### src/rtl/apb_arb_pkg.sv
// apb_arb_pkg: shared types and defaults for apb_master_arbiter.
//   apb_state_e         - APB sequencer state (IDLE / SETUP / ACCESS)
//   TIMEOUT_CYC_DEFAULT - default ACCESS wait limit when APB_TIMEOUT_EN is defined
//   wrap_inc()          - index increment modulo n, used for the round-robin pointer

package apb_arb_pkg;

    typedef enum logic [1:0] {
        IDLE   = 2'd0,
        SETUP  = 2'd1,
        ACCESS = 2'd2
    } apb_state_e;

    localparam int unsigned TIMEOUT_CYC_DEFAULT = 16;

    function automatic int unsigned wrap_inc(input int unsigned idx, input int unsigned n);
        return (idx + 1 >= n) ? 0 : idx + 1;
    endfunction

endpackage

### src/rtl/apb_master_arbiter_if.sv
// apb_master_arbiter_if: requester-side handshake and APB master bus bundle.
//   Requester side: req_valid/req_write/req_addr/req_wdata in, req_ready out,
//                   rsp_valid/rsp_rdata/rsp_err out (packed per-requester slices).
//   APB side:       Psel/Penable/Pwrite/Paddr/Pwdata out, Prdata/Pready/Pslverr in.
// Modports:
//   master - view of apb_master_arbiter
//   slave  - view of the surrounding fabric / APB slave (or a testbench)

interface apb_master_arbiter_if #(
    parameter int unsigned NUM_REQ = 2,
    parameter int unsigned ADDR_W  = 32,
    parameter int unsigned DATA_W  = 32
);

    logic [NUM_REQ-1:0]        req_valid;
    logic [NUM_REQ-1:0]        req_write;
    logic [NUM_REQ*ADDR_W-1:0] req_addr;
    logic [NUM_REQ*DATA_W-1:0] req_wdata;
    logic [NUM_REQ-1:0]        req_ready;
    logic [NUM_REQ-1:0]        rsp_valid;
    logic [DATA_W-1:0]         rsp_rdata;
    logic                      rsp_err;

    logic                      Psel;
    logic                      Penable;
    logic                      Pwrite;
    logic [ADDR_W-1:0]         Paddr;
    logic [DATA_W-1:0]         Pwdata;
    logic [DATA_W-1:0]         Prdata;
    logic                      Pready;
    logic                      Pslverr;

    modport master (
        input  req_valid, req_write, req_addr, req_wdata, Prdata, Pready, Pslverr,
        output req_ready, rsp_valid, rsp_rdata, rsp_err, Psel, Penable, Pwrite, Paddr, Pwdata
    );

    modport slave (
        output req_valid, req_write, req_addr, req_wdata, Prdata, Pready, Pslverr,
        input  req_ready, rsp_valid, rsp_rdata, rsp_err, Psel, Penable, Pwrite, Paddr, Pwdata
    );

endinterface

### src/rtl/rr_arbiter.sv
// rr_arbiter: combinational round-robin pick.
//   req_i - request vector
//   ptr_i - highest-priority index for this pick
//   gnt_o - one-hot grant (all zero when no request)
//   idx_o - index of the granted requester (0 when no request)
// The first asserted request at or after ptr_i wins, wrapping modulo NUM_REQ.

module rr_arbiter
    import apb_arb_pkg::*;
#(
    parameter int unsigned NUM_REQ = 2,
    localparam int unsigned IDX_W = $clog2(NUM_REQ)
) (
    input  logic [NUM_REQ-1:0] req_i,
    input  logic [IDX_W-1:0]   ptr_i,
    output logic [NUM_REQ-1:0] gnt_o,
    output logic [IDX_W-1:0]   idx_o
);

    always_comb begin
        int unsigned cand;
        logic        found;
        gnt_o = '0;
        idx_o = '0;
        found = 1'b0;
        cand  = 32'(ptr_i);
        for (int unsigned off = 0; off < NUM_REQ; off++) begin
            if (!found && req_i[cand]) begin
                found        = 1'b1;
                gnt_o[cand]  = 1'b1;
                idx_o        = IDX_W'(cand);
            end
            cand = wrap_inc(cand, NUM_REQ);
        end
    end

endmodule

### src/rtl/apb_master_arbiter.sv
// apb_master_arbiter: shares one APB master port between NUM_REQ requesters.
//   Pclk   - APB clock
//   Preset - synchronous active-high reset
//   bus_io - apb_master_arbiter_if.master: requester handshake + APB master signals
// A round-robin pick is made in IDLE, or in the ACCESS cycle that sees Pready, so back-to-back
// transfers go ACCESS -> SETUP with no IDLE gap. The winner's payload is latched onto
// Paddr/Pwrite/Pwdata at accept and held until the next accept. Completion (rsp_valid to the
// owner) is registered and appears the cycle after ACCESS completes.
// Optional feature: define APB_TIMEOUT_EN to abort an ACCESS that sees no Pready for
// TIMEOUT_CYC consecutive cycles; the abort returns rsp_err=1 with rsp_rdata=0.

module apb_master_arbiter
    import apb_arb_pkg::*;
#(
    parameter int unsigned NUM_REQ     = 2,
    parameter int unsigned ADDR_W      = 32,
    parameter int unsigned DATA_W      = 32,
    parameter int unsigned TIMEOUT_CYC = TIMEOUT_CYC_DEFAULT
) (
    input logic                  Pclk,
    input logic                  Preset,
    apb_master_arbiter_if.master bus_io
);

    localparam int unsigned IDX_W = $clog2(NUM_REQ);

    if (NUM_REQ < 2 || NUM_REQ > 8 || TIMEOUT_CYC < 1) begin : g_bad_param
        $error("apb_master_arbiter: NUM_REQ must be 2..8 and TIMEOUT_CYC at least 1");
    end

    apb_state_e          state_q, state_d;
    logic [IDX_W-1:0]    ptr_q, ptr_d;
    logic [IDX_W-1:0]    owner_q, owner_d;
    logic                psel_q, psel_d;
    logic                penable_q, penable_d;
    logic                pwrite_q, pwrite_d;
    logic [ADDR_W-1:0]   paddr_q, paddr_d;
    logic [DATA_W-1:0]   pwdata_q, pwdata_d;
    logic [NUM_REQ-1:0]  rsp_valid_q, rsp_valid_d;
    logic [DATA_W-1:0]   rsp_rdata_q, rsp_rdata_d;
    logic                rsp_err_q, rsp_err_d;

    logic [NUM_REQ-1:0]  gnt;
    logic [IDX_W-1:0]    win_idx;
    logic                arb_point;
    logic                accept;
    logic                timeout_hit;

    rr_arbiter #(
        .NUM_REQ (NUM_REQ)
    ) u_rr_arbiter (
        .req_i (bus_io.req_valid),
        .ptr_i (ptr_q),
        .gnt_o (gnt),
        .idx_o (win_idx)
    );

`ifdef APB_TIMEOUT_EN
    localparam int unsigned CNT_W = $clog2(TIMEOUT_CYC + 1);

    logic [CNT_W-1:0] wait_cnt_q, wait_cnt_d;

    // Counts ACCESS cycles without Pready; cleared on every SETUP.
    always_comb begin
        wait_cnt_d = wait_cnt_q;
        if (state_q == SETUP) begin
            wait_cnt_d = '0;
        end else if (state_q == ACCESS && !bus_io.Pready) begin
            wait_cnt_d = wait_cnt_q + CNT_W'(1);
        end
    end

    // This is the TIMEOUT_CYC-th ACCESS cycle without Pready.
    assign timeout_hit = (state_q == ACCESS) && !bus_io.Pready &&
                         (wait_cnt_q == CNT_W'(TIMEOUT_CYC - 1));

    always_ff @(posedge Pclk) begin
        if (Preset) begin
            wait_cnt_q <= '0;
        end else begin
            wait_cnt_q <= wait_cnt_d;
        end
    end
`else
    assign timeout_hit = 1'b0;
`endif

    assign arb_point = (state_q == IDLE) || (state_q == ACCESS && bus_io.Pready);
    assign accept    = arb_point && (|bus_io.req_valid);

    always_comb begin
        state_d     = state_q;
        ptr_d       = ptr_q;
        owner_d     = owner_q;
        psel_d      = psel_q;
        penable_d   = penable_q;
        pwrite_d    = pwrite_q;
        paddr_d     = paddr_q;
        pwdata_d    = pwdata_q;
        rsp_valid_d = '0;
        rsp_rdata_d = '0;
        rsp_err_d   = 1'b0;

        // Payload only moves on accept, which keeps it stable through SETUP and ACCESS.
        if (accept) begin
            owner_d  = win_idx;
            ptr_d    = IDX_W'(wrap_inc(32'(win_idx), NUM_REQ));
            pwrite_d = bus_io.req_write[win_idx];
            paddr_d  = bus_io.req_addr[win_idx*ADDR_W +: ADDR_W];
            pwdata_d = bus_io.req_wdata[win_idx*DATA_W +: DATA_W];
        end

        unique case (state_q)
            IDLE: begin
                if (accept) begin
                    state_d   = SETUP;
                    psel_d    = 1'b1;
                    penable_d = 1'b0;
                end
            end
            SETUP: begin
                state_d   = ACCESS;
                penable_d = 1'b1;
            end
            ACCESS: begin
                if (bus_io.Pready) begin
                    rsp_valid_d = NUM_REQ'(1) << owner_q;
                    rsp_rdata_d = pwrite_q ? '0 : bus_io.Prdata;
                    rsp_err_d   = bus_io.Pslverr;
                    penable_d   = 1'b0;
                    if (accept) begin
                        state_d = SETUP;
                        psel_d  = 1'b1;
                    end else begin
                        state_d = IDLE;
                        psel_d  = 1'b0;
                    end
                end else if (timeout_hit) begin
                    state_d     = IDLE;
                    psel_d      = 1'b0;
                    penable_d   = 1'b0;
                    rsp_valid_d = NUM_REQ'(1) << owner_q;
                    rsp_err_d   = 1'b1;
                end
            end
            default: begin
                state_d   = IDLE;
                psel_d    = 1'b0;
                penable_d = 1'b0;
            end
        endcase
    end

    always_ff @(posedge Pclk) begin
        if (Preset) begin
            state_q     <= IDLE;
            ptr_q       <= '0;
            owner_q     <= '0;
            psel_q      <= 1'b0;
            penable_q   <= 1'b0;
            pwrite_q    <= 1'b0;
            paddr_q     <= '0;
            pwdata_q    <= '0;
            rsp_valid_q <= '0;
            rsp_rdata_q <= '0;
            rsp_err_q   <= 1'b0;
        end else begin
            state_q     <= state_d;
            ptr_q       <= ptr_d;
            owner_q     <= owner_d;
            psel_q      <= psel_d;
            penable_q   <= penable_d;
            pwrite_q    <= pwrite_d;
            paddr_q     <= paddr_d;
            pwdata_q    <= pwdata_d;
            rsp_valid_q <= rsp_valid_d;
            rsp_rdata_q <= rsp_rdata_d;
            rsp_err_q   <= rsp_err_d;
        end
    end

    // req_ready is the only combinational output; held low while reset is asserted.
    assign bus_io.req_ready = (arb_point && !Preset) ? gnt : '0;
    assign bus_io.rsp_valid = rsp_valid_q;
    assign bus_io.rsp_rdata = rsp_rdata_q;
    assign bus_io.rsp_err   = rsp_err_q;
    assign bus_io.Psel      = psel_q;
    assign bus_io.Penable   = penable_q;
    assign bus_io.Pwrite    = pwrite_q;
    assign bus_io.Paddr     = paddr_q;
    assign bus_io.Pwdata    = pwdata_q;

endmodule

### src/flat_wrapper.sv
// flat-port wrapper written by rule: the top's interface ports become plain ports
module apb_master_arbiter_flat import apb_arb_pkg::*;
#(
    parameter int unsigned NUM_REQ     = 2,
    parameter int unsigned ADDR_W      = 32,
    parameter int unsigned DATA_W      = 32,
    parameter int unsigned TIMEOUT_CYC = TIMEOUT_CYC_DEFAULT
)
  (Pclk, Preset, bus_io_req_valid, bus_io_req_write, bus_io_req_addr, bus_io_req_wdata, bus_io_Prdata, bus_io_Pready, bus_io_Pslverr, bus_io_req_ready, bus_io_rsp_valid, bus_io_rsp_rdata, bus_io_rsp_err, bus_io_Psel, bus_io_Penable, bus_io_Pwrite, bus_io_Paddr, bus_io_Pwdata);
  apb_master_arbiter_if #(.NUM_REQ(NUM_REQ), .ADDR_W(ADDR_W), .DATA_W(DATA_W)) bus_io_i ();
  input logic Pclk;
  input logic Preset;
  input wire logic [$bits(bus_io_i.req_valid)-1:0] bus_io_req_valid;
  input wire logic [$bits(bus_io_i.req_write)-1:0] bus_io_req_write;
  input wire logic [$bits(bus_io_i.req_addr)-1:0] bus_io_req_addr;
  input wire logic [$bits(bus_io_i.req_wdata)-1:0] bus_io_req_wdata;
  input wire logic [$bits(bus_io_i.Prdata)-1:0] bus_io_Prdata;
  input wire logic [$bits(bus_io_i.Pready)-1:0] bus_io_Pready;
  input wire logic [$bits(bus_io_i.Pslverr)-1:0] bus_io_Pslverr;
  output wire logic [$bits(bus_io_i.req_ready)-1:0] bus_io_req_ready;
  output wire logic [$bits(bus_io_i.rsp_valid)-1:0] bus_io_rsp_valid;
  output wire logic [$bits(bus_io_i.rsp_rdata)-1:0] bus_io_rsp_rdata;
  output wire logic [$bits(bus_io_i.rsp_err)-1:0] bus_io_rsp_err;
  output wire logic [$bits(bus_io_i.Psel)-1:0] bus_io_Psel;
  output wire logic [$bits(bus_io_i.Penable)-1:0] bus_io_Penable;
  output wire logic [$bits(bus_io_i.Pwrite)-1:0] bus_io_Pwrite;
  output wire logic [$bits(bus_io_i.Paddr)-1:0] bus_io_Paddr;
  output wire logic [$bits(bus_io_i.Pwdata)-1:0] bus_io_Pwdata;
  assign bus_io_i.req_valid = bus_io_req_valid;
  assign bus_io_i.req_write = bus_io_req_write;
  assign bus_io_i.req_addr = bus_io_req_addr;
  assign bus_io_i.req_wdata = bus_io_req_wdata;
  assign bus_io_i.Prdata = bus_io_Prdata;
  assign bus_io_i.Pready = bus_io_Pready;
  assign bus_io_i.Pslverr = bus_io_Pslverr;
  assign bus_io_req_ready = bus_io_i.req_ready;
  assign bus_io_rsp_valid = bus_io_i.rsp_valid;
  assign bus_io_rsp_rdata = bus_io_i.rsp_rdata;
  assign bus_io_rsp_err = bus_io_i.rsp_err;
  assign bus_io_Psel = bus_io_i.Psel;
  assign bus_io_Penable = bus_io_i.Penable;
  assign bus_io_Pwrite = bus_io_i.Pwrite;
  assign bus_io_Paddr = bus_io_i.Paddr;
  assign bus_io_Pwdata = bus_io_i.Pwdata;
  apb_master_arbiter #(.NUM_REQ(NUM_REQ), .ADDR_W(ADDR_W), .DATA_W(DATA_W), .TIMEOUT_CYC(TIMEOUT_CYC)) u_core (.Pclk(Pclk), .Preset(Preset), .bus_io(bus_io_i));
endmodule
### config.mk
export PLATFORM = sky130hd
export DESIGN_NAME = apb_master_arbiter_flat
export DESIGN_NICKNAME = d
export VERILOG_FILES = /design/src/rtl/apb_arb_pkg.sv /design/src/rtl/apb_master_arbiter_if.sv /design/src/rtl/rr_arbiter.sv /design/src/rtl/apb_master_arbiter.sv /design/src/flat_wrapper.sv
export SDC_FILE = /design/constraint.sdc
export NUM_CORES = 1
export LEC_CHECK = 0
export BUFFER_PORTS_ARGS = -buffer_cell sky130_fd_sc_hd__buf_4
export CORE_AREA = 2 2 107 109
export DETAILED_ROUTE_END_ITERATION = 16
export DIE_AREA = 0 0 109 111
export HOLD_SLACK_MARGIN = 0.02
export PLACE_DENSITY = 0.76
export SYNTH_ARGS = -nofsm -noshare
export SYNTH_HDL_FRONTEND = slang
export SYNTH_HIERARCHICAL = 1
export SYNTH_SLANG_ARGS = --single-unit
### constraint.sdc
create_clock -name Pclk -period 2.8 [get_ports Pclk]
set_clock_uncertainty 0.1 [all_clocks]
set_input_delay 0.14 -clock Pclk [delete_from_list [all_inputs] [get_ports Pclk]]
set_output_delay 0.14 -clock Pclk [all_outputs]
set_load 0.05 [all_outputs]
### Yosys cells after proc, flatten, opt, wreduce, memory -nomap -nowiden

Cells that the tools add are included.

| cells by class | value |
|---|---|
| add/sub/neg operators | 2 |
| $lt $le $gt $ge | 7 |
| equality and inequality tests | 4 |
| shift-type cells | 3 |
| muxes and demuxes | 29 |
| bitwise logic cells | 4 |
| reductions and logical operators | 15 |

Operators by type and width:

| cell | count |
|---|---|
| $shiftx 64x7->32 | 2 |
| $ge 32x2->1 const B | 1 |
| $mux 1 | 18 |
| $mux 2 | 6 |
| $logic_and 1x1->1 | 6 |
| $pmux 1 s3 | 2 |
| $pmux 2 s3 | 1 |
| $add 1x1->2 const B | 2 |
| $lt 1x2->1 const B | 2 |
| $reduce_or 4->1 | 1 |
| $not 1->1 | 3 |
| $reduce_and 3->1 | 1 |
| $reduce_or 3->1 | 1 |
| $demux 1 s1 | 2 |
| $eq 2x1->1 const B | 1 |
| $eq 2x2->1 const B | 1 |
| $ge 2x1->1 const B | 1 |
| $ge 2x2->1 const B | 1 |
| $logic_not 1->1 | 2 |
| $logic_not 2->1 | 1 |
| $lt 2x2->1 const B | 1 |
| $ne 2x1->1 const B | 1 |
| $ne 2x2->1 const B | 1 |
| $or 2x2->2 | 1 |
| 5 further kinds | 5 |

| storage, ports and cells | value |
|---|---|
| register bits | 106 |
| bits of input ports | 168 |
| output and inout bits | 104 |
| logic and storage cells | 75 |

### Longest topological paths before layout

| depth | value |
|---|---|
| word-level depth | 10 |
| gate-level depth with buffers | 7 |
| mapped depth without buffers | 4 |

### Modules after synthesis

The synthesis kept the hierarchy.

Modules (own cells, without submodules):

| module | times used | cells each | area an instance (um^2) | seq. area each (um^2) |
|---|---|---|---|---|
| apb_master_arbiter | 1 | 403 | 4,329.2 | 2,122.0 |
| rr_arbiter | 1 | 4 | 30.0 | 0.0 |

### Worst setup path before layout

OpenSTA, ideal clock, no wires.

| path | value |
|---|---|
| path kind | flip-flop to flip-flop |
| start | reg u_core.ptr_q |
| end | reg u_core.paddr_q[17], in the netlist u_core/bus_io.Paddr[17] |
| setup time | 0.146 ns |
| arrival | 1.358 ns |
| data required time | 2.554 ns |
| setup slack | 1.196 ns |
| stages on the path, launching flop included | 8 |
| buffers on the path | 3 |
| period minus slack after synthesis | 1.604 ns |
| path through | dfxtp_1 -> inv_1 -> a21boi_1 -> buf_2 -> buf_4 -> buf_2 -> mux2i_1 -> a211oi_2 |

| between the ends | value |
|---|---|
| word-level cells in the longest chain between the ends | 8 |
| elaborated cells between the ends (all ways) | 13 |
| those cells by class | add/sub (1); order compare (1); shift (1); mux (8); reduce/logical (2) |

Ends and longest elaborated chain:

| item | RTL line | source |
|---|---|---|
| start, declared | apb_master_arbiter.sv:32 | `logic [IDX_W-1:0] ptr_q, ptr_d;` |
| start signal, assigned | apb_master_arbiter.sv:169 | `ptr_q <= ptr_d;` |
| $add 1x1->2 | apb_arb_pkg.sv:17 | `return (idx + 1 >= n) ? 0 : idx + 1;` |
| $ge 32x2->1 | apb_arb_pkg.sv:17 |  |
| $mux 2 | apb_arb_pkg.sv:17 |  |
| $mux 1 (implied by the code) (2 in series) | rr_arbiter.sv:28 | `if (!found && req_i[cand]) begin` |
| $logic_and 1x1->1 | rr_arbiter.sv:28 |  |
| $mux 1 (*) | rr_arbiter.sv:28 |  |
| via u_core.win_idx | apb_master_arbiter.sv:44 | `logic [IDX_W-1:0] win_idx;` |
| $shiftx 64x7->32 (*) | apb_master_arbiter.sv:109 | `paddr_d = bus_io.req_addr[win_idx*ADDR_W +: ADDR_W];` |
| end signal, assigned | apb_master_arbiter.sv:174 | `paddr_q <= paddr_d;` |
| end, declared | apb_master_arbiter.sv:37 | `logic [ADDR_W-1:0] paddr_q, paddr_d;` |

Mark *: on every way through the listed nets, which the timed path passes. The rest lies on a longest branch. The select of a mux whose other input is x is not followed.
A chain may end at the register's enable or synchronous reset.

### Final worst setup path

| path | value |
|---|---|
| start | reg u_core.state_q[1] |
| end | out bus_io_req_ready[0] |

| between the ends | value |
|---|---|
| word-level cells in the longest chain between the ends | 5 |
| elaborated cells between the ends (all ways) | 6 |
| those cells by class | eq/ne (1); mux (1); reduce/logical (4) |

Ends and longest elaborated chain:

| item | RTL line | source |
|---|---|---|
| start, declared | apb_master_arbiter.sv:31 | `apb_state_e state_q, state_d;` |
| start signal, assigned | apb_master_arbiter.sv:168 | `state_q <= state_d;` |
| $eq 2x2->1 | apb_master_arbiter.sv:88 | `assign arb_point = (state_q == IDLE) \|\| (state_q == ACCESS && bus_io.Pready);` |
| $logic_and 1x1->1 | apb_master_arbiter.sv:88 |  |
| $logic_or 1x1->1 (*) | apb_master_arbiter.sv:88 |  |
| $logic_and 1x1->1 (*) | apb_master_arbiter.sv:183 | `assign bus_io.req_ready = (arb_point && !Preset) ? gnt : '0;` |
| $mux 2 (*) | apb_master_arbiter.sv:183 |  |
| end, declared | flat_wrapper.sv:20 | `output wire logic [$bits(bus_io_i.req_ready)-1:0] bus_io_req_ready;` |

Mark *: on every way between the ends. The rest lies on a longest branch, timed or not.

==> results.md <==
Critical path:
- STA classifies the critical path startpoint as a flip-flop.
- The cell count of the worst reg-to-reg path is 4.
- The worst register-to-register path has a setup slack of just over 1 ns.
- The maximum fanout along the worst path is a little under 70.
- Data arrives at the worst endpoint at 1.87 ns.
- The startpoint identified for the worst register-to-register timing path is u_core/state_q[0].
- Tracing the worst setup path back leads to its startpoint at u_core/state_q[1].
- The element type at the critical path end is an output pin.
- The end of the worst register-to-register path is u_core/bus_io.Paddr[6].
- The required time of the critical path is 2.56 ns.
- The critical path is of the reg -> out type.

Synthesis:
- The post-synthesis cell type with the largest combined area is sky130_fd_sc_hd__dfxtp_1.
- The synthesized netlist contains 24 unique library cells.
- The Yosys step of the flow raised 6 warnings.
- Sorting the synthesized cells by area gives the leading types as sky130_fd_sc_hd__dfxtp_1 49%, sky130_fd_sc_hd__mux2i_1 15%, sky130_fd_sc_hd__a211oi_2 8.6%.
- The synthesized instance count is 407.
- The post-synth design cell area is between 0.004 and 0.005 mm^2.
- A synthesized cell averages approximately 11 um^2.
- The number of nets in the synthesized netlist is 575.
- After synthesis the netlist holds a flip-flop and latch count of 106.
- The sequential element share of the synthesized area is 48.7%.
- The fraction of synthesized cell area taken by the top area cell type is approximately half.

Placed design:
- The placed instances occupy a cell area of 0.00645 mm^2.
- The half-perimeter wire length after detailed placement is 9700 um.
- Including well taps, the total number of placed cells is 788.
- OpenSTA, run right after detailed placement, puts the worst setup slack at between 0.8 and 0.9 ns.
- Input and output buffers added on the ports amount to 271.
- At the end of routability-driven placement, the weighted congestion stood at 0.832.

Route:
- The remaining number of nets flagged by the antenna check after routing is 0.
- The wire length per cell is roughly 17 um.
- The first-iteration detailed-routing DRC count is 162.
- The first detailed-routing pass ran for 4 iterations.
- The overall routed net length is 14100 um.
- The vias per cell is 4.98.
- The final route contains between 4000 and 5000 vias.
- In the routed design, unresolved DRC markers number 0.

Clocking:
- In this run the number of H-tree levels came out at 3.
- TritonCTS built the clock tree.
- The worst-case clock buffer depth is 2.
- Clock-pin slew was measured on the worst setup and hold paths at 0.07 ns.
- At the later pin of the worst-skew pair, clock insertion delay measures about 0.34 ns.
- The tree built by TritonCTS fans out to 106 sinks.
- Clock tree synthesis inserted a total of 9 buffers.
- The clock root buffer master is sky130_fd_sc_hd__clkbuf_16.
- The number of hold buffers added after CTS was 33.
- The count of cells resized by post-cts repair is 0.
- Post-CTS timing repair inserted 0 buffers for setup.

Power and ir drop:
- The areal power density over the cells is 607 mW/mm^2.
- Registers are responsible for 40.0% of the overall power.
- The cell-internal power is approximately 2.8 mW.
- Summed over all cells, the static leakage comes to 3.23 nW.
- The reported net switching power is ~1.5 mW.
- The combinational share of power is 32.4%.
- Net switching is a little over a third of the power.
- The worst-case IR drop observed on VDD is 0.000303 V.
- The clock network burns between 20 and 30% of the power.
- Power comes to 4.29 mW.

Hold path:
- The worst hold path begins at bus_io_Pready.
- The worst-case hold path end point is u_core/state_q[1].
- The path class of the tightest hold or removal check is in -> reg.
- The cell count of the worst hold path is 4.

STA:
- At the pin with the least slew margin, the transition time is 0.726 ns.
- The final count of negative-setup-slack endpoints is 0.
- The slack of the critical path is slightly below 0.7 ns.
- The tightest hold path in the finished design has a slack of 0.0517 ns.
- Measured against its own limit, the worst slew margin works out to 51.6%.
- For the final routed database, the setup TNS stands at 0 ns.
- The smallest clock period supported by the final layout is computed as between 2 and 2.5 ns.
- The share of the clock period used by the worst path is 75.5%.
- The final hold violation count is 0.
- The number of max-slew violations in the final report came to 0.
- The highest achievable clock rate is 0.473 GHz.
- Setup repair after global routing left no endpoint under its margin.

Finish:
- The area growth from synthesis to layout is 62.0%.
- Cells with a size suffix above 1 make up 47.8% of the layout.
- For this run, the post-layout net count is 857.
- The final cell area excluding filler cells is 0.00706 mm^2.
- The final cell utilization of the core is 63.8%.
- In the layout the commonest cells are 279 x sky130_fd_sc_hd__buf_4, 106 x sky130_fd_sc_hd__dfxtp_1, 67 x sky130_fd_sc_hd__mux2i_1.
- The finished layout holds 837 standard cells, fillers aside.
- 0 antenna diodes ended up in the layout.
- The layout has 850 filler cells.
- The library cell used most frequently in the layout, excluding fill and tap cells, is sky130_fd_sc_hd__buf_4.

Global route:
- The met3 routing resource usage after global routing is 5.53%.
- The number of antenna violations at the first check in global routing is 0.
- The first-pass GRT wire length is 21300 um.
- The routing usage on met1 is between 20% and 30%.
- The global routing's busiest layer is met2.
- The via count of the first global-routing pass was between 4000 and 5000.
- Across every metal layer, demand over resource in global routing totals 22.6%.
- Summed over all layers, the global routing overflow is 0.
- Entering global routing, the biggest net connects 70 pins.
- Global routing used just over 40% of the available met2 tracks.

Die:
- The die covers 0.0121 mm^2.
- For this configuration, the core starts out at a cell density of around two fifths.
- The floorplan step defined a core boundary enclosing 0.0111 mm^2.
- The number of placement rows is 39.
- The boundary pin count is 272.
- Measured along the x axis, the die boundary spans 109 um.
- The height of the die is 111 um.

Flow run:
- Max-cap violations in this run came to 0.

Run status:
- The run finished with clean final reports.
[registers in the layout, summed over array words and instances (netlist names)]
name	cells
u_core/bus_io.rsp_err	1
u_core/bus_io.rsp_rdata	32
u_core/bus_io.Penable	1
u_core/owner_q	1
u_core/bus_io.Paddr	32
u_core/ptr_q	1
u_core/bus_io.Pwrite	1
u_core/bus_io.Psel	1
u_core/bus_io.rsp_valid	2
u_core/bus_io.Pwdata	32
u_core/state_q	2
[layout make-up]
type	instances	area (um^2)	area share [%]
Clock buffer	9	225	3.19
Clock inverter	7	53.8	0.762
Inverter	2	7.51	0.106
Multi-Input combinational cell	257	2030	28.7
Sequential cell	106	2120	30.0
Tap cell	143	179	2.53
Timing Repair Buffer	313	2440	34.6
[power by group through the flow]
stage,registers [mW],clock network (mW),logic [mW]
3_3_place_gp,1.74,0,1.33
4_1_cts,1.72,1.21,1.39
6_report,1.71,1.18,1.39
2_1_floorplan,2.18,0,0.446
5_1_grt,1.73,1.28,1.46
3_5_place_dp,1.75,0,1.35
[worst max-delay path, stage by stage (launching register included)]
cell,delay [ns]
sky130_fd_sc_hd__dfxtp_1,0.36
sky130_fd_sc_hd__nand2b_2,0.09
sky130_fd_sc_hd__buf_4,0.58
sky130_fd_sc_hd__and3_1,0.28
sky130_fd_sc_hd__buf_4,0.20
[worst max-delay path by stage]
stage | cells after the start | to | slack, ns
2_1_floorplan | 7 | u_core/bus_io.Paddr[17] | 1.20
3_3_place_gp | 5 | bus_io_req_ready[0] | 0.92
3_5_place_dp | 5 | bus_io_req_ready[0] | 0.90
4_1_cts | 4 | bus_io_req_ready[0] | 0.70
5_1_grt | 4 | bus_io_req_ready[0] | 0.61
6_report | 4 | bus_io_req_ready[0] | 0.69
[per-layer routing]
layer | vias to the layer above | wire length (um)
li1 | 2032 | -
met3 | 20 | 1270
met5 | - | 0
met1 | 1907 | 5300
met2 | 210 | 7270
met4 | 0 | 264
[cell usage after synthesis (all sizes together)]
cell type	number
dfxtp	106
mux2i	67
a21oi	66
a211oi	65
and2	35
buf	23
clkbuf	19
nor2	6
and3	4
nand2	4
a21boi	3
inv	2
mux2	1
nand2b	1
nand4bb	1
nor2b	1
o2111a	1
o21ai	1
o21ba	1
[cell families (layout without fill, tap and decap cells)]
logic type	Yosys count	count (layout)	share of synthesized area, %
buffers and inverters	44	331	5.11
and+or+nand+nor	52	52	7.00
DFF	106	106	48.7
muxes	68	68	15.6
AOI/OAI and AO/OA	137	137	23.6
No activity file was read; power rests on OpenSTA's default activity.
